### config.mk
export PLATFORM = sky130hd
export DESIGN_NAME = bsg_manycore_link_to_axil_rx_rd
export DESIGN_NICKNAME = d
export VERILOG_FILES = /design/src/rtl/bsg_manycore_link_to_axil_pkg.sv /design/src/rtl/bsg_dff_reset_en.sv /design/src/rtl/bsg_manycore_link_to_axil_rx_rd.sv
export SDC_FILE = /design/constraint.sdc
export NUM_CORES = 1
export LEC_CHECK = 0
export CAP_MARGIN = 20
export CORE_AREA = 2 2 63 65
export DETAILED_ROUTE_END_ITERATION = 16
export DIE_AREA = 0 0 65 67
export DONT_BUFFER_PORTS = 1
export PLACE_DENSITY = 0.62
export SYNTH_ARGS = -nofsm -noshare
export SYNTH_HDL_FRONTEND = slang
export SYNTH_SLANG_ARGS = --single-unit
### constraint.sdc
create_clock -name clk_i -period 2.6 [get_ports clk_i]
set_input_delay 0.26 -clock clk_i [delete_from_list [all_inputs] [get_ports clk_i]]
set_output_delay 0.26 -clock clk_i [all_outputs]
set_load 0.01 [all_outputs]
### src/rtl/bsg_manycore_link_to_axil_pkg.sv
// Shared definitions for the manycore-link to AXI4-Lite host bridge:
// register offsets, AXI-Lite response codes and read-channel FSM states.
package bsg_manycore_link_to_axil_pkg;

    // Byte offsets within the bridge's AXI-Lite window; bits [1:0] are ignored on decode.
    localparam logic [7:0] rx_data_offset_gp  = 8'h00;
    localparam logic [7:0] rx_occ_offset_gp   = 8'h04;
    localparam logic [7:0] rx_uflow_offset_gp = 8'h08;

    typedef enum logic [1:0] {
        OKAY   = 2'b00,
        EXOKAY = 2'b01,
        SLVERR = 2'b10,
        DECERR = 2'b11
    } axil_resp_e;

    typedef enum logic {
        IDLE = 1'b0,
        RESP = 1'b1
    } rd_state_e;

endpackage

### src/rtl/bsg_dff_reset_en.sv
// Register with synchronous active-high reset to a parameterised value and a load enable.
module bsg_dff_reset_en #(
    parameter int                 width_p     = 1,
    parameter logic [width_p-1:0] reset_val_p = '0
) (
    input  logic               clk_i,
    input  logic               reset_i,
    input  logic               en_i,
    input  logic [width_p-1:0] data_i,
    output logic [width_p-1:0] data_o
);

    logic [width_p-1:0] data_q;

    always_ff @(posedge clk_i) begin
        if (reset_i)
            data_q <= reset_val_p;
        else if (en_i)
            data_q <= data_i;
    end

    assign data_o = data_q;

endmodule

### src/rtl/bsg_manycore_link_to_axil_rx_rd.sv
// AXI4-Lite read slave for the host RX path: pops RX words, reports RX occupancy.
// Optional BSG_MANYCORE_AXIL_RX_UFLOW_CNT_EN adds a saturating RX underflow counter at 0x08.
module bsg_manycore_link_to_axil_rx_rd
    import bsg_manycore_link_to_axil_pkg::*;
#(
    parameter int axil_data_width_p   = 32,
    parameter int axil_addr_width_p   = 32,
    parameter int req_credits_width_p = 8
) (
    input  logic                           clk_i,
    input  logic                           reset_i,
    input  logic [axil_addr_width_p-1:0]   s_axil_araddr_i,
    input  logic                           s_axil_arvalid_i,
    output logic                           s_axil_arready_o,
    output logic [axil_data_width_p-1:0]   s_axil_rdata_o,
    output logic [1:0]                     s_axil_rresp_o,
    output logic                           s_axil_rvalid_o,
    input  logic                           s_axil_rready_i,
    input  logic [axil_data_width_p-1:0]   rx_data_i,
    input  logic                           rx_v_i,
    output logic                           rx_ready_o,
    input  logic [req_credits_width_p-1:0] rx_credits_i
);

    rd_state_e state_q, state_d;

    logic                         ar_hs;
    logic [5:0]                   word_off;
    logic                         is_data, is_occ;
    logic [axil_data_width_p-1:0] credits_ext;
    logic [axil_data_width_p-1:0] rdata_d;
    axil_resp_e                   rresp_d;
    logic [axil_data_width_p+1:0] resp_q;
    logic                         unused_addr_bits;

    assign unused_addr_bits = ^{s_axil_araddr_i[axil_addr_width_p-1:8], s_axil_araddr_i[1:0]};

    // Holding arready low during reset makes an AR coincident with reset a no-op.
    assign s_axil_arready_o = (state_q == IDLE) & ~reset_i;
    assign s_axil_rvalid_o  = (state_q == RESP);
    assign ar_hs            = s_axil_arvalid_i & s_axil_arready_o;

    assign word_off = s_axil_araddr_i[7:2];
    assign is_data  = (word_off == rx_data_offset_gp[7:2]);
    assign is_occ   = (word_off == rx_occ_offset_gp[7:2]);

    assign rx_ready_o = ar_hs & is_data & rx_v_i;

    always_comb begin
        credits_ext                          = '0;
        credits_ext[req_credits_width_p-1:0] = rx_credits_i;
    end

`ifdef BSG_MANYCORE_AXIL_RX_UFLOW_CNT_EN
    logic [axil_data_width_p-1:0] uflow_q, uflow_d;
    logic                         is_uflow, uflow_inc;

    assign is_uflow  = (word_off == rx_uflow_offset_gp[7:2]);
    assign uflow_inc = ar_hs & is_data & ~rx_v_i;

    always_comb begin
        uflow_d = uflow_q;
        if (uflow_inc && (uflow_q != '1))
            uflow_d = uflow_q + 1'b1;
    end

    always_ff @(posedge clk_i) begin
        if (reset_i)
            uflow_q <= '0;
        else
            uflow_q <= uflow_d;
    end
`endif

    always_comb begin
        rdata_d = '0;
        rresp_d = DECERR;
        if (is_data) begin
            rresp_d = rx_v_i ? OKAY : SLVERR;
            if (rx_v_i)
                rdata_d = rx_data_i;
        end else if (is_occ) begin
            rdata_d = credits_ext;
            rresp_d = OKAY;
        end
`ifdef BSG_MANYCORE_AXIL_RX_UFLOW_CNT_EN
        else if (is_uflow) begin
            rdata_d = uflow_q;
            rresp_d = OKAY;
        end
`endif
    end

    always_comb begin
        state_d = state_q;
        case (state_q)
            IDLE:    if (ar_hs) state_d = RESP;
            RESP:    if (s_axil_rready_i) state_d = IDLE;
            default: state_d = IDLE;
        endcase
    end

    always_ff @(posedge clk_i) begin
        if (reset_i)
            state_q <= IDLE;
        else
            state_q <= state_d;
    end

    // Loaded only on the AR handshake, so the response stays stable while rvalid waits on rready.
    bsg_dff_reset_en #(
        .width_p     (axil_data_width_p + 2),
        .reset_val_p ('0)
    ) resp_reg (
        .clk_i   (clk_i),
        .reset_i (reset_i),
        .en_i    (ar_hs),
        .data_i  ({rdata_d, rresp_d}),
        .data_o  (resp_q)
    );

    assign s_axil_rdata_o = resp_q[axil_data_width_p+1:2];
    assign s_axil_rresp_o = resp_q[1:0];

endmodule

======== Word level (Yosys, flattened, before mapping) ========
Index checks and enable logic that the tools add are counted.
word-level totals
  memory bits (writable) .................. 0
  ROM bits ................................ 0
  memories ................................ 0
  bits in registers ....................... 35
  word-level logic and storage cells ...... 19
  bits in latches ......................... 0
cells by class
  eq/ne operators ......................... 1
  magnitude comparators ................... 0
  shifts and indexed selects .............. 0
  reductions and logical operators ........ 1
  $mul .................................... 0
  bitwise operators ....................... 6
  add/subtract/negate cells ............... 0
  divide/modulo/power cells ............... 0
  muxes and demuxes ....................... 9
operators by type and width
  operator              count
  $mux W32              2
  $mux W8               1
  $eq A6 B1 Y1 const B  1
  $logic_not A6 Y1      1
  $mux W2               3
  $and A1 B1 Y1         4
  $mux W1               2
  $not A1 Y1            2
  $pmux W1 S2           1

======== Longest topological paths before layout ========
  depth in word-level cells ............... 5
  depth in mapped cells ................... 5
  mapped depth without buffers ............ 3

======== Hierarchy ========
From an unflattened synthesis, not the netlist that was laid out.
second synthesis, totals
  cell total of the unflattened synthesis .. 204
  area, all modules ....................... 1,880.6 µm²
by module, submodules not included
  module                           area each (µm²)  cells each  instances  sequential area each (µm²)
  bsg_dff_reset_en                 1,238.7          110         1          680.7
  bsg_manycore_link_to_axil_rx_rd  641.9            94          1          20.0

======== Least setup slack after synthesis ========
No wires, ideal clock.
  path type ............................... reg-to-output
  from .................................... register state_q (netlist: s_axil_rvalid_o)
  to ...................................... output rx_ready_o
  path slack .............................. 1.174 ns
  data required time ...................... 2.340 ns
  path buffers ............................ 2
  data arrival time ....................... 1.166 ns
  cell stages (with the launch flop) ...... 5
  path through ............................ dfxtp_1 nand2b_1 buf_4 buf_2 nor3_1
on the way
  word-level cells in the longest chain between the ends .. 5
ends and longest elaborated chain
  item                         RTL line                                RTL
  from (decl)                  bsg_manycore_link_to_axil_rx_rd.sv:25   rd_state_e state_q, state_d;
  from (signal assigned)       bsg_manycore_link_to_axil_rx_rd.sv:107  state_q <= state_d;
  $not A1 Y1                   n/a
  $and A1 B1 Y1                bsg_manycore_link_to_axil_rx_rd.sv:39   assign s_axil_arready_o = (state_q == IDLE) & ~reset_i;
  $and A1 B1 Y1                bsg_manycore_link_to_axil_rx_rd.sv:41   assign ar_hs = s_axil_arvalid_i & s_axil_arready_o;
  $and A1 B1 Y1 (2 in series)  bsg_manycore_link_to_axil_rx_rd.sv:47   assign rx_ready_o = ar_hs & is_data & rx_v_i;
  to (decl)                    bsg_manycore_link_to_axil_rx_rd.sv:21   output logic rx_ready_o,
No other way between the ends.

======== Worst setup path in the final report ========
Ends and elaborated chain as after synthesis.

==> reports/qor.csv <==
stage;metric;value;unit
synthesis;yosys warns;0;
cells_and_area;final cell count without fillers;221;
synthesis;main combinational cell family by area after synthesis;compound AO/OA/AOI/OAI gates;
critical_path;WP data required;2.34;ns
power_and_ir_drop;Pleak;0.798;nW
status;run status;completed;
cells_and_area;layout cells sized above 1;18.5;%
worst_hold_path;Worst Hold Class;in2reg;
place;GPL Wtd Cong;0.632;
clock_tree;post-CTS setup buffer count;0;
synthesis;Syn Area/Cell;10.0;um^2
grt;pin count of the biggest net entering global routing;62;
clock_tree;root buf cell;clkbuf_8;
clock_tree;worst skew pair latency;0.28;ns
clock_tree;Post-CTS Hold Buffers;0;
timing;count of final setup violators;0;
critical_path;crit end category;primary output;
synthesis;Compound-Gate Fraction of Synth Area;26.4;%
synthesis;Seq/Total Area, Yosys;38.9;%
critical_path;crit-path cells;nand2b_2 > nor3_1;
critical_path;CP Launch Type;register;
synthesis;Synth cell types;24;
place;IO buf count;0;
floorplan;Die Span X;65;um
critical_path;Worst Path Max Fanout;30;
routing;First DRT Iteration DRCs;80;
timing;RSZ-0062 raised after global routing;false;
floorplan;core area;3610;um^2
clock_tree;cts repair resizes;0;
timing;crit path time final;2.02;ns
floorplan;DIE HEIGHT;67;um
synthesis;syn nets;257;
critical_path;Critical-path top delay cell;nand2b_2;
critical_path;critical path class;reg2out;
grt;vias in the first global route;1280;
routing;Post-DRT Antenna Nets;0;
synthesis;Mapped Area;1800;um^2
grt;GRT Total Usage;17.5;%
clock_tree;htree depth;2;
clock_tree;CTS tree;yes;
grt;initial antenna violation count;0;
routing;Total Routed Length;3670;um
synthesis;Post-Synth Adder-Cell Area;0;%
run;Max-Cap Viols;0;
routing;detailed-route wire length per cell;16.6;um
grt;first-pass GRT wire length;5710;um
power_and_ir_drop;pwr dens;527;nW/um^2
clock_tree;clk sinks;35;
synthesis;synthesized flop and latch total;35;
critical_path;Worst Path Arrival;1.76;ns
grt;GRT Residual Overflow;0;
routing;DR vias;1290;
timing;clk_skew;0.00314;ns
floorplan;Cell Rows;22;
routing;TritonRoute pass-1 iters;4;
cells_and_area;final net count;249;
timing;Slew @ Worst Pin;0.694;ns
floorplan;IO Count;114;
power_and_ir_drop;maximum vdd drop;0.000275;V
cells_and_area;antenna cells;0;
timing;Rel. slew slack;53.7;%
floorplan;Die ar.;4360;um^2
cells_and_area;Area Overhead vs Synth;3.82;%
synthesis;mux cell area share after synthesis;0;%
routing;DRC errors left;0;
synthesis;Post-Synth XOR/XNOR Area;0;%
routing;Via density;5.84;
place;Cells after DPL;213;
timing;Final period util;77.8;%
critical_path;CP peak stage delay;0.55;ns
place;Post-DP HPWL;2600;um
timing;Fmax achieved;0.495;GHz
synthesis;Syn Inst Count;180;
clock_tree;Worst-path clk slew;0.07;ns
clock_tree;Max Root-Sink Buffers;2;
timing;hold violation total from the final report;0;
timing;Post-Route Setup TNS;0;ns
clock_tree;Num CTS Buffers;5;
timing;Slew Viols, Final;0;
synthesis;Synth Area in Simple Gates;24.3;%
floorplan;Starting Density;50.0;%
path summary, 6_finish.rpt:
| check | start | to | slack, ns | cells after the start |
|---|---|---|---|---|
| max | s_axil_rvalid_o | rx_ready_o | 0.58 | 2 |
| min reg2reg | resp_reg.data_o[6] | resp_reg.data_o[6] | 0.50 | 2 |
| min | reset_i | resp_reg.data_o[5] | 0.05 | 1 |
| max reg2reg | s_axil_rvalid_o | resp_reg.data_o[27] | 0.76 | 4 |
layout make-up:
class                           instances  area (um^2)
Sequential cell                        35          701
Clock buffer                            7         76.3
Clock inverter                          1         5.00
Timing Repair Buffer                    3         22.5
Fill cell                             328         1730
Tap cell                               48         60.1
Multi-Input combinational cell        103          917
Inverter                               24         90.1
synth_stat cells:
cell type | instances | share of area (%)
o41ai_1 | 5 | 2.4
a211oi_1 | 1 | 0.42
nor4b_4 | 1 | 1.3
clkbuf_2 | 1 | 0.28
buf_4 | 1 | 0.42
dfxtp_1 | 35 | 39
o211ai_1 | 8 | 3.3
nor2_1 | 4 | 0.83
buf_2 | 8 | 2.2
nor3_4 | 1 | 0.90
inv_1 | 24 | 5.0
o41ai_2 | 19 | 17
nand4b_4 | 1 | 1.3
and2_1 | 8 | 2.8
nand3b_1 | 24 | 10
nor3_1 | 2 | 0.56
nand2b_1 | 2 | 0.69
o2111a_1 | 1 | 0.62
and3b_1 | 8 | 3.9
buf_6 | 2 | 1.2
nor2b_1 | 1 | 0.35
nand2_1 | 8 | 1.7
a21oi_1 | 9 | 2.5
clkbuf_1 | 6 | 1.2
flip-flops by register name, indices dropped and copies added, names as in the netlist:
name / flops
resp_reg.data_o: 34
s_axil_rvalid_o: 1
kinds of logic (layout without fill, tap and decap cells):
group,after synthesis,after routing
AOI/OAI and AO/OA,43,43
buffers and inverters,42,35
DFF,35,35
and+or+nand+nor,60,60
layout by cell type (no fill, tap or decap), drive strengths merged:
master / synthesis / routed
nand2b: 2 / 2
clkbuf: 7 / 7
and2: 8 / 8
inv: 24 / 24
a21oi: 9 / 9
o211ai: 8 / 8
and3b: 8 / 8
nor2: 4 / 4
nand2: 8 / 8
o2111a: 1 / 1
nor3: 3 / 3
nand3b: 24 / 24
dfxtp: 35 / 35
o41ai: 24 / 24
nand4b: 1 / 1
nor4b: 1 / 1
clkinv: 0 / 1
nor2b: 1 / 1
a211oi: 1 / 1
buf: 11 / 3
routing by layer:
metal / up-vias / share of wire, % / track usage (%)
met4: 0 / 1.4 / 8.24
met5: - / 0 / 0
met3: 6 / 9.0 / 7.26
li1: 629 / - / -
met1: 590 / 40 / 17.2
met2: 65 / 50 / 31.6
power breakdown:
| group | internal, mW | switching, mW |
|---|---|---|
| logic | 0.0270 | 0.0419 |
| clock network | 0.188 | 0.182 |
| registers | 0.541 | 0.00761 |
| total | 0.755 | 0.231 |
worst max-delay path, delay by kind of cell, from the launching register on:
kind	cells	cell delay, ns
flops	1	0.41
simple gates	2	1.06
per-stage QoR:
stage	utilization [%]	setup slack (ns)	total power [mW]	hold slack [ns]	area, um^2
2_1_floorplan	-	1.17	0.639	0.402	1800
3_3_place_gp	49.7	0.829	0.627	0.335	1790
3_5_place_dp	49.7	0.781	0.630	0.338	1790
4_1_cts	51.9	0.565	1.00	0.0310	1870
5_1_grt	51.9	0.484	1.03	0.0234	1870
6_report	51.9	0.578	0.987	0.0510	1870
Power figures use the tool's default switching activity.
